--- config.mk ---
export PLATFORM = sky130hd
export DESIGN_NAME = spi_slave_ctrl
export DESIGN_NICKNAME = d
export VERILOG_FILES = /design/src/rtl/spi_slave_ctrl.sv
export SDC_FILE = /design/constraint.sdc
export NUM_CORES = 1
export LEC_CHECK = 0
export BUFFER_PORTS_ARGS = -buffer_cell sky130_fd_sc_hd__buf_4
export CAP_MARGIN = 20
export CORE_ASPECT_RATIO = 0.6
export CORE_MARGIN = 3
export CORE_UTILIZATION = 58
export CTS_BUF_LIST = sky130_fd_sc_hd__clkbuf_4 sky130_fd_sc_hd__clkbuf_8
export CTS_CLUSTER_DIAMETER = 50
export DETAILED_ROUTE_END_ITERATION = 8
export PLACE_DENSITY = 0.8
export SYNTH_ARGS = -nofsm -noshare
export SYNTH_HDL_FRONTEND = slang
export SYNTH_SLANG_ARGS = --single-unit
--- constraint.sdc ---
create_clock -name clk -period 2.27 [get_ports clk]
set_clock_uncertainty 0.2 [all_clocks]
set_input_delay 0.3405 -clock clk [delete_from_list [all_inputs] [get_ports clk]]
set_output_delay 0.3405 -clock clk [all_outputs]
set_load 0.02 [all_outputs]
--- src/rtl/spi_slave_ctrl.sv ---
// SPI slave front end: deserialises MOSI {cmd, payload} frames and serialises read data onto MISO.
// Optional odd-parity framing is enabled with `define SPI_SLV_PARITY_EN.
module spi_slave_ctrl #(
    parameter int DATA_W = 8,
    parameter int CMD_W  = 2
) (
    input  logic                      clk,
    input  logic                      rst,
    input  logic                      ss_n,
    input  logic                      MOSI,
    output logic                      MISO,
    output logic [CMD_W+DATA_W-1:0]   rx_data,
    output logic                      rx_valid,
    input  logic [DATA_W-1:0]         tx_data,
    input  logic                      tx_valid,
    output logic                      parity_err
);

    localparam int FRAME_W = CMD_W + DATA_W;
    localparam int CW      = $clog2(FRAME_W + 2);

`ifdef SPI_SLV_PARITY_EN
    // The whole frame is held in the shifter while the trailing parity bit is sampled.
    localparam int             SH_W    = FRAME_W;
    localparam logic [CW-1:0]  LAST_RX = CW'(FRAME_W);
`else
    localparam int             SH_W    = FRAME_W - 1;
    localparam logic [CW-1:0]  LAST_RX = CW'(FRAME_W - 1);
`endif
    localparam logic [CW-1:0]  DATA_CNT = CW'(DATA_W);

    typedef enum logic [2:0] {
        IDLE,
        CHK_CMD,
        WRITE,
        READ_ADD,
        READ_DATA,
        TX_WAIT,
        TX_SHIFT
    } state_t;

    state_t               state_q, state_d;
    logic [CW-1:0]        cnt_q, cnt_d;
    logic [SH_W-1:0]      rx_sh_q, rx_sh_d;
    logic [FRAME_W-1:0]   rx_data_q, rx_data_d;
    logic                 rx_valid_q, rx_valid_d;
    logic                 rd_done_q, rd_done_d;
    logic [DATA_W-1:0]    tx_sh_q, tx_sh_d;
    logic                 miso_q, miso_d;
    logic [FRAME_W-1:0]   frame_w;
    logic                 par_ok;

`ifdef SPI_SLV_PARITY_EN
    logic                 perr_q, perr_d;
    logic                 tx_par_q, tx_par_d;

    assign frame_w = rx_sh_q;
    assign par_ok  = ^{rx_sh_q, MOSI};
`else
    assign frame_w = {rx_sh_q, MOSI};
    assign par_ok  = 1'b1;
`endif

    always_comb begin
        state_d    = state_q;
        cnt_d      = cnt_q;
        rx_sh_d    = rx_sh_q;
        rx_data_d  = rx_data_q;
        rx_valid_d = 1'b0;
        rd_done_d  = rd_done_q;
        tx_sh_d    = tx_sh_q;
        miso_d     = 1'b0;
`ifdef SPI_SLV_PARITY_EN
        perr_d     = 1'b0;
        tx_par_d   = tx_par_q;
`endif
        if (ss_n) begin
            // Deselect drops any partial frame; the read-address flag survives.
            state_d = IDLE;
            cnt_d   = '0;
        end else begin
            case (state_q)
                IDLE: begin
                    state_d = CHK_CMD;
                    cnt_d   = '0;
                end
                CHK_CMD: begin
                    rx_sh_d = SH_W'(MOSI);
                    cnt_d   = CW'(1);
                    if (!MOSI)         state_d = WRITE;
                    else if (rd_done_q) state_d = READ_DATA;
                    else               state_d = READ_ADD;
                end
                WRITE, READ_ADD, READ_DATA: begin
                    rx_sh_d = SH_W'({rx_sh_q, MOSI});
                    cnt_d   = cnt_q + 1'b1;
                    if (cnt_q == LAST_RX) begin
                        cnt_d   = '0;
                        state_d = CHK_CMD;
                        if (par_ok) begin
                            rx_data_d  = frame_w;
                            rx_valid_d = 1'b1;
                            if (state_q == READ_ADD)  rd_done_d = 1'b1;
                            if (state_q == READ_DATA) state_d   = TX_WAIT;
                        end
`ifdef SPI_SLV_PARITY_EN
                        else begin
                            perr_d = 1'b1;
                        end
`endif
                    end
                end
                TX_WAIT: begin
                    if (tx_valid) begin
                        miso_d  = tx_data[DATA_W-1];
                        tx_sh_d = tx_data << 1;
                        cnt_d   = CW'(1);
                        state_d = TX_SHIFT;
`ifdef SPI_SLV_PARITY_EN
                        tx_par_d = ~^tx_data;
`endif
                    end
                end
                TX_SHIFT: begin
                    // cnt_q counts bits already presented on MISO.
                    if (cnt_q < DATA_CNT) begin
                        miso_d  = tx_sh_q[DATA_W-1];
                        tx_sh_d = tx_sh_q << 1;
                        cnt_d   = cnt_q + 1'b1;
                    end
`ifdef SPI_SLV_PARITY_EN
                    else if (cnt_q == DATA_CNT) begin
                        miso_d = tx_par_q;
                        cnt_d  = cnt_q + 1'b1;
                    end
`endif
                    else begin
                        cnt_d     = '0;
                        state_d   = CHK_CMD;
                        rd_done_d = 1'b0;
                    end
                end
                default: state_d = IDLE;
            endcase
        end
    end

    always_ff @(posedge clk or posedge rst) begin
        if (rst) begin
            state_q    <= IDLE;
            cnt_q      <= '0;
            rx_sh_q    <= '0;
            rx_data_q  <= '0;
            rx_valid_q <= 1'b0;
            rd_done_q  <= 1'b0;
            tx_sh_q    <= '0;
            miso_q     <= 1'b0;
        end else begin
            state_q    <= state_d;
            cnt_q      <= cnt_d;
            rx_sh_q    <= rx_sh_d;
            rx_data_q  <= rx_data_d;
            rx_valid_q <= rx_valid_d;
            rd_done_q  <= rd_done_d;
            tx_sh_q    <= tx_sh_d;
            miso_q     <= miso_d;
        end
    end

`ifdef SPI_SLV_PARITY_EN
    always_ff @(posedge clk or posedge rst) begin
        if (rst) begin
            perr_q   <= 1'b0;
            tx_par_q <= 1'b0;
        end else begin
            perr_q   <= perr_d;
            tx_par_q <= tx_par_d;
        end
    end
    assign parity_err = perr_q;
`else
    assign parity_err = 1'b0;
`endif

    assign MISO     = miso_q;
    assign rx_data  = rx_data_q;
    assign rx_valid = rx_valid_q;

endmodule

==> results.sh, run 1 <==
export IMPL_status="complete, no violations"
export IMPL_rrSetupSlack_ps=170
export IMPL_hold_class="primary input to register"
export IMPL_hold_start="tx_data[0]"
export IMPL_h_tree_depth=2
export IMPL_final_layout_size_suffix_gt1_share_pct=26.6
export IMPL_synthCells=174
export IMPL_antenna_found_initial=0
export IMPL_area_delta_synth_final_pct=19.0
export IMPL_start_kind="register"
export IMPL_cp_max_fo=5
export IMPL_rows=14
export IMPL_ys_warnings_count=0
export IMPL_power_density_nw_per_um2=595
export IMPL_synthFlopType="dfrtp_1"
export IMPL_critPathLaunch="cnt_q[0]$_DFFE_PP0P_"
export IMPL_max_slew_worst_pin_slew_ps=532
export IMPL_firstDrtPassIters=4
export IMPL_placedCellCount=234
export IMPL_synth_enable_flop_cells=0
export IMPL_postSynth_asyncResetShare_pct=100
export IMPL_synth_cell_area_um2=1790
export IMPL_ctsRootBufferMaster="clkbuf_8"
export IMPL_drv_slew=0
export IMPL_path_cells="ha_1, nor2b_2, o21a_1, or4_1, o311ai_2"
export IMPL_clockBufferDepth=2
export IMPL_antenna_cells=0
export IMPL_worstPathRequired_ps=2260
export IMPL_synth_top_area_cell="dfrtp_1"
export IMPL_drc=0
export IMPL_synth_top_cell_area_share_pct=50.3
export IMPL_period_share_pct=92.6
export IMPL_post_synth_top_count_cell="dfrtp_1"
export IMPL_instances_no_fill=243
export IMPL_grt_max_degree=37
export IMPL_p_leak_nw=1.15
export IMPL_regToRegEndpoint="cnt_q[2]$_DFFE_PP0P_"
export IMPL_grt_pass1_vias=1264
export IMPL_vdd_drop_max_mv=0.406
export IMPL_cts_made_buffers=5
export IMPL_wl_per_cell_um=14.9
export IMPL_fin_nets=219
export IMPL_synth_seq_cells=36
export IMPL_crit_path_max_incr_delay_ps=520
export IMPL_r2r_start="cnt_q[0]$_DFFE_PP0P_"
export IMPL_ios=26
export IMPL_port_buffers=24
export IMPL_track_usage_pct=20.5
export IMPL_min_period_ps=2100
export IMPL_die_w_um=77.7
export IMPL_holdPathEnd="tx_sh_q[1]$_DFFE_PP0P_"
export IMPL_arrival_ps=2090
export IMPL_grt_pass1_wl_um=6040
export IMPL_critical_path_buf_inv_count=0
export IMPL_drt_iter0_drc=90
export IMPL_yosysUniqueCellTypes=40
export IMPL_crit_slowest_cell="or4_1"
export IMPL_die_y_um=49.0
export IMPL_wirelength_um=3610
export IMPL_vias=1353
export IMPL_worstSetupPathType="register to register"
export IMPL_overflow=0
export IMPL_coreArea_um2=2720
export IMPL_vias_per_cell=5.57
export IMPL_end_kind="register"
export IMPL_clk_pin_slew_worst_paths_ps=70
export IMPL_fmax_mhz=476
export IMPL_holdPathStages=3
export IMPL_yosys_top_cells_count="dfrtp_1, nand2_1, o21ai_0"
export IMPL_critPathTopFamily="simple AND/OR/NAND/NOR gates"
export IMPL_dieArea_um2=3810
export IMPL_post_cts_setup_buffers=0
export IMPL_hpwl_um=2540
export IMPL_setup_violations=0
export IMPL_finalHoldViolations=0
export IMPL_tritoncts="built"
export IMPL_fin_tns_setup_ps=0
export IMPL_syn_avg_cell_area_um2=10.3
export IMPL_cap_violations=0
export IMPL_synthTopCellsByArea="dfrtp_1, mux2_4, nand2_1, o21ai_0, mux2i_1"
export IMPL_syn_nets=190
export IMPL_ant_nets=0
export IMPL_clock_latency_ps=280
export IMPL_clkSinkCount=36
export IMPL_rsz0062_at_grt="no"
export IMPL_routabilityCongestion=0.846
export IMPL_start_util_pct=65.9
export IMPL_ys_seq_area_share_pct=50.3
export IMPL_worstRegToRegCells=5
export IMPL_relSlewSlack_pct=64.4
worst max-delay path by stage:
stage                             endpoint  slack, ps  cells past startpoint
floorplan             cnt_q[2]$_DFFE_PP0P_        310                      5
global placement    tx_sh_q[7]$_DFFE_PP0P_        140                      3
detailed placement  tx_sh_q[7]$_DFFE_PP0P_         20                      3
CTS                 tx_sh_q[2]$_DFFE_PP0P_         20                      3
global route          cnt_q[2]$_DFFE_PP0P_         60                      6
finish                cnt_q[2]$_DFFE_PP0P_        170                      5
per-layer routing:
metal | part of all wire (%) | GRT usage, %
met2 | 41 | 28.0
met3 | 8.2 | 5.90
met1 | 49 | 30.7
met4 | 1.3 | 7.10
met5 | 0 | 0
where the power goes:
part,switching [mW],internal (mW)
sequential,0.0144,0.653
clock,0.215,0.270
combinational,0.0692,0.0451
through the flow:
stage / area [um2] / hold slack (ps) / power [mW] / worst slack (ps) / util, %
finish: 2130 / 111 / 1.27 / 168 / 78.4
global route: 2130 / 106 / 1.33 / 60.9 / 78.4
CTS: 2110 / 106 / 1.27 / 24.6 / 77.9
detailed placement: 2010 / 270 / 0.790 / 15.6 / 74.0
global placement: 2010 / 257 / 0.786 / 136 / 74.0
floorplan: 1790 / 239 / 0.748 / 309 / -
cell families (layout without fill, tap and decap cells):
kind of cell	after synthesis	in the layout	synth area share, %
compound gates	31	31	10.6
buf+inv	16	45	4.20
flops	36	36	50.3
mux	17	17	12.2
other cells	1	1	0.210
simple gates	70	70	20.4
fa+ha+maj	3	3	2.10
worst min-delay path: stages:
cell and delay [ps]:
buf_4 110, nand2_1 40, o21ai_0 60
registers in the layout, indices dropped and copies added, names as in the netlist:
register,count
cnt_q,4
rx_sh_q,9
rd_done_q,1
rx_data,10
MISO,1
tx_sh_q,7
state_q,3
rx_valid,1
final cells by class:
| class | count | area, um2 |
|---|---|---|
| flip-flops and latches | 36 | 901 |
| multi-input cells | 122 | 823 |
| fillers | 188 | 586 |
| repair buffers | 31 | 233 |
| clock buffers | 7 | 96.3 |
| well taps | 40 | 50.0 |
| inverters | 7 | 26.3 |
what timing repair did:
action / 4_1_cts / 5_1_grt
gates resized for setup: 0 / 2
endpoints found under the hold margin: 36 / 0
hold buffers: 1 / 0
setup endpoints to repair: 0 / 2
placed cells by master, fill, tap and decap left out, types with 2 or more instances in the layout:
| cell type | synthesis | routed |
|---|---|---|
| dfrtp_1 | 36 | 36 |
| nand2_1 | 33 | 33 |
| buf_4 | 1 | 29 |
| o21ai_0 | 17 | 17 |
| mux2_4 | 9 | 9 |
| nand3_1 | 8 | 8 |
| inv_1 | 7 | 7 |
| clkbuf_8 | 0 | 7 |
| nor2_1 | 6 | 6 |
| mux2i_1 | 6 | 6 |
| nor2b_1 | 5 | 4 |
| nor3_1 | 3 | 3 |
| a21oi_1 | 3 | 3 |
| ha_1 | 3 | 3 |
| a22oi_1 | 2 | 2 |
| and2_1 | 2 | 2 |
| a31oi_1 | 2 | 2 |
| or4_1 | 2 | 2 |
| mux2_2 | 2 | 2 |
| nand2b_1 | 2 | 2 |
(Power assumes the default switching activity.)
==> run 2: changes to the inputs <==
Settings changed: ABC_AREA set to 1, CORE_UTILIZATION 58 to 59, PLACE_DENSITY 0.8 to 0.81, SKIP_LAST_GASP set to 1.
==> results.sh, run 2 <==
export IMPL_final_layout_size_suffix_gt1_share_pct=17.8
export IMPL_setup_violations=0
export IMPL_synthCells=253
export IMPL_routabilityCongestion=0.903
export IMPL_yosys_top_cells_count="nand2_1, dfrtp_1, nand3_1"
export IMPL_area_delta_synth_final_pct=18.1
export IMPL_cap_violations=0
export IMPL_clkSinkCount=36
export IMPL_firstDrtPassIters=4
export IMPL_ys_seq_area_share_pct=47.7
export IMPL_synth_adder_area_share_pct=1.99
export IMPL_min_period_ps=1950
export IMPL_rrSetupSlack_ps=320
export IMPL_finalHoldViolations=0
export IMPL_post_cts_setup_buffers=0
export IMPL_cts_made_buffers=5
export IMPL_seqCellArea_um2=901
export IMPL_synth_seq_cells=36
export IMPL_hpwl_um=2840
export IMPL_yosysUniqueCellTypes=24
export IMPL_grt_pass1_wl_um=6690
export IMPL_placed_area_um2=2110
export IMPL_regToRegEndpoint="tx_sh_q[4]$_DFFE_PP0P_"
export IMPL_holdPathStages=2
export IMPL_mostFrequentLayoutCell="nand2_1"
export IMPL_clockBufferDepth=2
export IMPL_start_kind="register"
export IMPL_drt_iter0_drc=226
export IMPL_fmax_mhz=512
export IMPL_power_density_nw_per_um2=847
export IMPL_synth_simple_area_share_pct=39.8
export IMPL_dieArea_um2=3940
export IMPL_ios=26
export IMPL_synth_top_cell_area_share_pct=47.7
export IMPL_port_buffers=24
export IMPL_grt_pass1_vias=1480
export IMPL_synth_cell_area_um2=1890
export IMPL_hold_class="primary input to register"
export IMPL_synth_top_family_by_area="simple AND/OR/NAND/NOR gates"
export IMPL_r2r_start="state_q[2]$_DFFE_PP0P_"
export IMPL_multiInputGateArea_um2=872
export IMPL_muxShareOfSynthArea_pct=0
export IMPL_coreArea_um2=2970
export IMPL_rsz0062_at_grt="no"
export IMPL_drv_slew=0
export IMPL_vdd_drop_max_mv=0.547
export IMPL_synth_top_area_cell="dfrtp_1"
export IMPL_drc=0
export IMPL_syn_avg_cell_area_um2=7.46
export IMPL_die_y_um=49.8
export IMPL_track_usage_pct=22.3
export IMPL_synth_compound_area_share_pct=4.24
export IMPL_antenna_found_initial=0
export IMPL_period_share_pct=86.0
export IMPL_final_cell_mix="nand2_1, dfrtp_1, nand3_1"
export IMPL_worstPathRequired_ps=2250
export IMPL_overflow=0
export IMPL_ctsRootBufferMaster="clkbuf_8"
export IMPL_vias=1680
export IMPL_power_total_mw=1.89
export IMPL_p_leak_nw=1.25
export IMPL_ctsHoldBuffers=1
export IMPL_postSynth_asyncResetShare_pct=100
export IMPL_antenna_cells=0
export IMPL_worstSetupPathType="register to register"
export IMPL_synthTopCellsByArea="dfrtp_1, nand2_1, nand3_1, inv_1, nor2_1"
export IMPL_vias_per_cell=5.20
export IMPL_end_kind="register"
export IMPL_status="complete, no violations"
export IMPL_wl_per_cell_um=12.1
export IMPL_clock_latency_ps=290
export IMPL_tritoncts="built"
export IMPL_clk_pin_slew_worst_paths_ps=70
export IMPL_fin_nets=296
export IMPL_largest_register_ffs=10
export IMPL_ant_nets=0
export IMPL_ys_warnings_count=0
export IMPL_fillers=245
export IMPL_cts_resized_gates=0
export IMPL_final_area_um2=2230
export IMPL_synth_enable_flop_cells=0
export IMPL_rows=15
export IMPL_h_tree_depth=2
export IMPL_die_w_um=79.0
export IMPL_holdPathEnd="MISO$_DFF_PP0_"
export IMPL_synth_xor_area_share_pct=0
export IMPL_arrival_ps=1930
export IMPL_post_synth_top_count_cell="nand2_1"
export IMPL_grt_max_degree=37
export IMPL_fin_tns_setup_ps=0
export IMPL_start_util_pct=63.7
export IMPL_hold_start="ss_n"
export IMPL_syn_nets=269
export IMPL_cp_max_fo=15
export IMPL_synthFlopType="dfrtp_1"
export IMPL_worstRegToRegCells=7
export IMPL_wirelength_um=3920
run 2: routing by layer:
| layer | vias to the layer above | wire length (um) | global-route usage [%] | share of wire [%] |
|---|---|---|---|---|
| met1 | 753 | 1940 | 32.9 | 50 |
| met5 | - | 0 | 0 | 0 |
| met4 | 0 | 51 | 8.86 | 1.3 |
| li1 | 848 | - | - | - |
| met2 | 73 | 1610 | 31.7 | 41 |
| met3 | 6 | 320 | 4.93 | 8.2 |
run 2: how the worst max path moves through the flow:
stage                                   to                    from  slack, ps  cells after the start
finish              tx_sh_q[4]$_DFFE_PP0P_  state_q[2]$_DFFE_PP0P_        320                      7
detailed placement  tx_sh_q[2]$_DFFE_PP0P_  state_q[2]$_DFFE_PP0P_        320                      7
global route        tx_sh_q[5]$_DFFE_PP0P_  state_q[2]$_DFFE_PP0P_        160                      7
floorplan           rx_data[1]$_DFFE_PP0P_    cnt_q[1]$_DFFE_PP0P_        730                      8
global placement    tx_sh_q[1]$_DFFE_PP0P_  state_q[2]$_DFFE_PP0P_        340                      7
CTS                 tx_sh_q[2]$_DFFE_PP0P_  state_q[2]$_DFFE_PP0P_        320                      7
run 2: report_power, final:
part / internal, mW / switching [mW]
Sequential: 0.761 / 0.112
Clock: 0.338 / 0.224
Combinational: 0.160 / 0.293
run 2: worst max-delay path, stage by stage (launching register included):
cell and delay, ps:
dfrtp_1 600, nand2_2 170, nor2_4 330, nand2_2 140, o21ai_4 150, nand2_4 120
nand2_1 80, nand2_1 50
run 2: logic make-up (layout without fill, tap and decap cells):
| logic type | after synthesis | count (layout) |
|---|---|---|
| other | 1 | 1 |
| buffers and inverters | 26 | 54 |
| adders and majority gates | 3 | 3 |
| and+or+nand+nor | 174 | 174 |
| DFF | 36 | 36 |
| AOI/OAI and AO/OA | 13 | 13 |
run 2: final cells by class:
class                           instances  area share, %
Sequential cell                        36           40.4
Clock buffer                            6           3.42
Clock inverter                          2           1.57
Multi-Input combinational cell        191           39.1
Timing Repair Buffer                   28           10.1
Inverter                               18           3.03
Tap cell                               42           2.36
run 2: through the flow:
stage	hold WS, ps	worst slack (ps)	instances	utilization [%]
2_1_floorplan	204	725	253	-
3_3_place_gp	257	340	314	71.1
3_5_place_dp	261	317	314	71.1
4_1_cts	53.5	320	323	75.2
5_1_grt	57.5	159	323	75.2
6_report	58.4	317	323	75.2
==> run 3: changes to the inputs <==
Settings changed: ABC_AREA 1 to not set, CORE_UTILIZATION 59 to 40, PLACE_DENSITY 0.81 to 0.58.
==> results.sh, run 3 (same netlist as run 1, synthesis figures left out) <==
export IMPL_endpoint="cnt_q[2]$_DFFE_PP0P_"
export IMPL_fin_nets=219
export IMPL_worstPathRequired_ps=2250
export IMPL_ant_nets=0
export IMPL_largest_register_ffs=10
export IMPL_clockBufferDepth=2
export IMPL_top_layer_used="met4"
export IMPL_worstRegToRegCells=5
export IMPL_tritoncts="built"
export IMPL_drv_slew=0
export IMPL_vdd_drop_max_mv=0.237
export IMPL_hold_class="primary input to register"
export IMPL_fin_ws_ps=129
export IMPL_clock_latency_ps=290
export IMPL_switchingPower_uw=319
export IMPL_combPwrFrac_pct=9.4
export IMPL_vias=1326
export IMPL_multiInputGateArea_um2=813
export IMPL_start_kind="register"
export IMPL_vias_per_cell=5.02
export IMPL_period_share_pct=94.3
export IMPL_final_area_um2=2140
export IMPL_setup_violations=0
export IMPL_grt_pass1_wl_um=5820
export IMPL_rows=18
export IMPL_end_kind="register"
export IMPL_critPathLaunch="cnt_q[0]$_DFFE_PP0P_"
export IMPL_mostFrequentLayoutCell="dfrtp_1"
export IMPL_p_seq_share_pct=54.1
export IMPL_track_usage_pct=14.0
export IMPL_p_leak_nw=1.15
export IMPL_antenna_cells=0
export IMPL_dieArea_um2=5340
export IMPL_grt_pass1_vias=1256
export IMPL_status="complete, no violations"
export IMPL_r2r_start="cnt_q[0]$_DFFE_PP0P_"
export IMPL_firstDrtPassIters=4
export IMPL_coreArea_um2=4210
export IMPL_wirelength_met1_um=1790
export IMPL_regToRegEndpoint="cnt_q[2]$_DFFE_PP0P_"
export IMPL_cap_violations=0
export IMPL_ctsRootBufferMaster="clkbuf_8"
export IMPL_relSlewSlack_pct=50.0
export IMPL_cts_made_buffers=5
export IMPL_rsz0062_at_grt="no"
export IMPL_hpwl_um=2530
export IMPL_max_slew_worst_pin_slew_ps=745
export IMPL_routabilityCongestion=0.788
export IMPL_placed_area_um2=2040
export IMPL_antenna_found_initial=0
export IMPL_ios=26
export IMPL_area_delta_synth_final_pct=19.5
export IMPL_drc=0
export IMPL_finalHoldViolations=0
export IMPL_wl_met2_um=1470
export IMPL_dp_slack_ps=52.2
export IMPL_p_int_uw=913
export IMPL_power_density_nw_per_um2=576
export IMPL_final_layout_size_suffix_gt1_share_pct=26.0
export IMPL_post_cts_setup_buffers=0
export IMPL_die_w_um=92.3
export IMPL_seqCellArea_um2=901
export IMPL_min_period_ps=2140
export IMPL_wl_per_cell_um=13.3
export IMPL_final_cell_mix="dfrtp_1, nand2_1, buf_4"
export IMPL_drt_iter0_drc=79
export IMPL_die_y_um=57.8
export IMPL_fillers=385
export IMPL_fin_tns_setup_ps=0
export IMPL_cp_max_fo=5
export IMPL_worstSetupPathType="register to register"
export IMPL_grt_max_degree=37
export IMPL_fmax_mhz=467
export IMPL_swShare_pct=25.9
export IMPL_rrSetupSlack_ps=130
export IMPL_clkSinkCount=36
export IMPL_port_buffers=24
export IMPL_met3_length_um=195
export IMPL_start_util_pct=42.5
export IMPL_whs_ps=98.5
export IMPL_clockPowerShare_pct=36.5
export IMPL_arrival_ps=2120
export IMPL_overflow=0
export IMPL_h_tree_depth=2
export IMPL_wirelength_um=3500
export IMPL_clk_pin_slew_worst_paths_ps=70
[run 3: critical path: stages (launching register included)]
cell,delay (ps)
dfrtp_1,430
ha_1,210
nor2b_1,190
o21a_1,250
or4_1,510
o311ai_1,260
[run 3: worst min path at each step]
stage	slack [ps]	startpoint	cells past startpoint	endpoint
after detailed placement	260	rx_sh_q[8]$_DFFE_PP0P_	2	rx_sh_q[8]$_DFFE_PP0P_
after CTS	90	MOSI	3	rx_sh_q[0]$_DFFE_PP0P_
after global placement	260	rx_sh_q[8]$_DFFE_PP0P_	2	rx_sh_q[8]$_DFFE_PP0P_
after global routing	110	tx_data[0]	3	tx_sh_q[1]$_DFFE_PP0P_
after floorplan	240	rx_sh_q[8]$_DFFE_PP0P_	2	rx_sh_q[8]$_DFFE_PP0P_
final	100	MOSI	3	rx_sh_q[0]$_DFFE_PP0P_
[run 3: per-layer routing]
| metal | vias to the layer above | global-route usage (%) |
|---|---|---|
| met2 | 37 | 20.9 |
| met1 | 624 | 19.3 |
| li1 | 660 | - |
| met5 | - | 0 |
| met4 | 0 | 5.50 |
| met3 | 5 | 4.15 |
[run 3: what timing repair did]
item | in CTS | in global routing
hold buffers | 1 | 0
endpoints found under the setup margin | 1 | 0
hold endpoints to repair | 36 | 0
resized for setup | 1 | 0
[run 3: final cells by class]
cell class	instances	area share [%]
timing repair buffer	31	11.0
inverter	7	1.23
multi-input combinational	122	38.0
clock inverter	3	0.878
tap	60	3.51
sequential	36	42.1
clock buffer	5	3.22
[run 3: power by group through the flow]
| stage | combinational [mW] | clock (mW) | sequential (mW) |
|---|---|---|---|
| 2_1_floorplan | 0.0761 | 0 | 0.672 |
| 3_3_place_gp | 0.114 | 0 | 0.677 |
| 3_5_place_dp | 0.115 | 0 | 0.679 |
| 4_1_cts | 0.117 | 0.464 | 0.666 |
| 5_1_grt | 0.131 | 0.487 | 0.670 |
| 6_report | 0.116 | 0.449 | 0.666 |
[run 3: per-stage QoR]
step	util, %	power (mW)	instances
6_report	50.8	1.23	264
5_1_grt	50.8	1.29	264
4_1_cts	50.8	1.25	264
3_5_place_dp	48.5	0.794	255
3_3_place_gp	48.5	0.791	255
2_1_floorplan	-	0.748	174
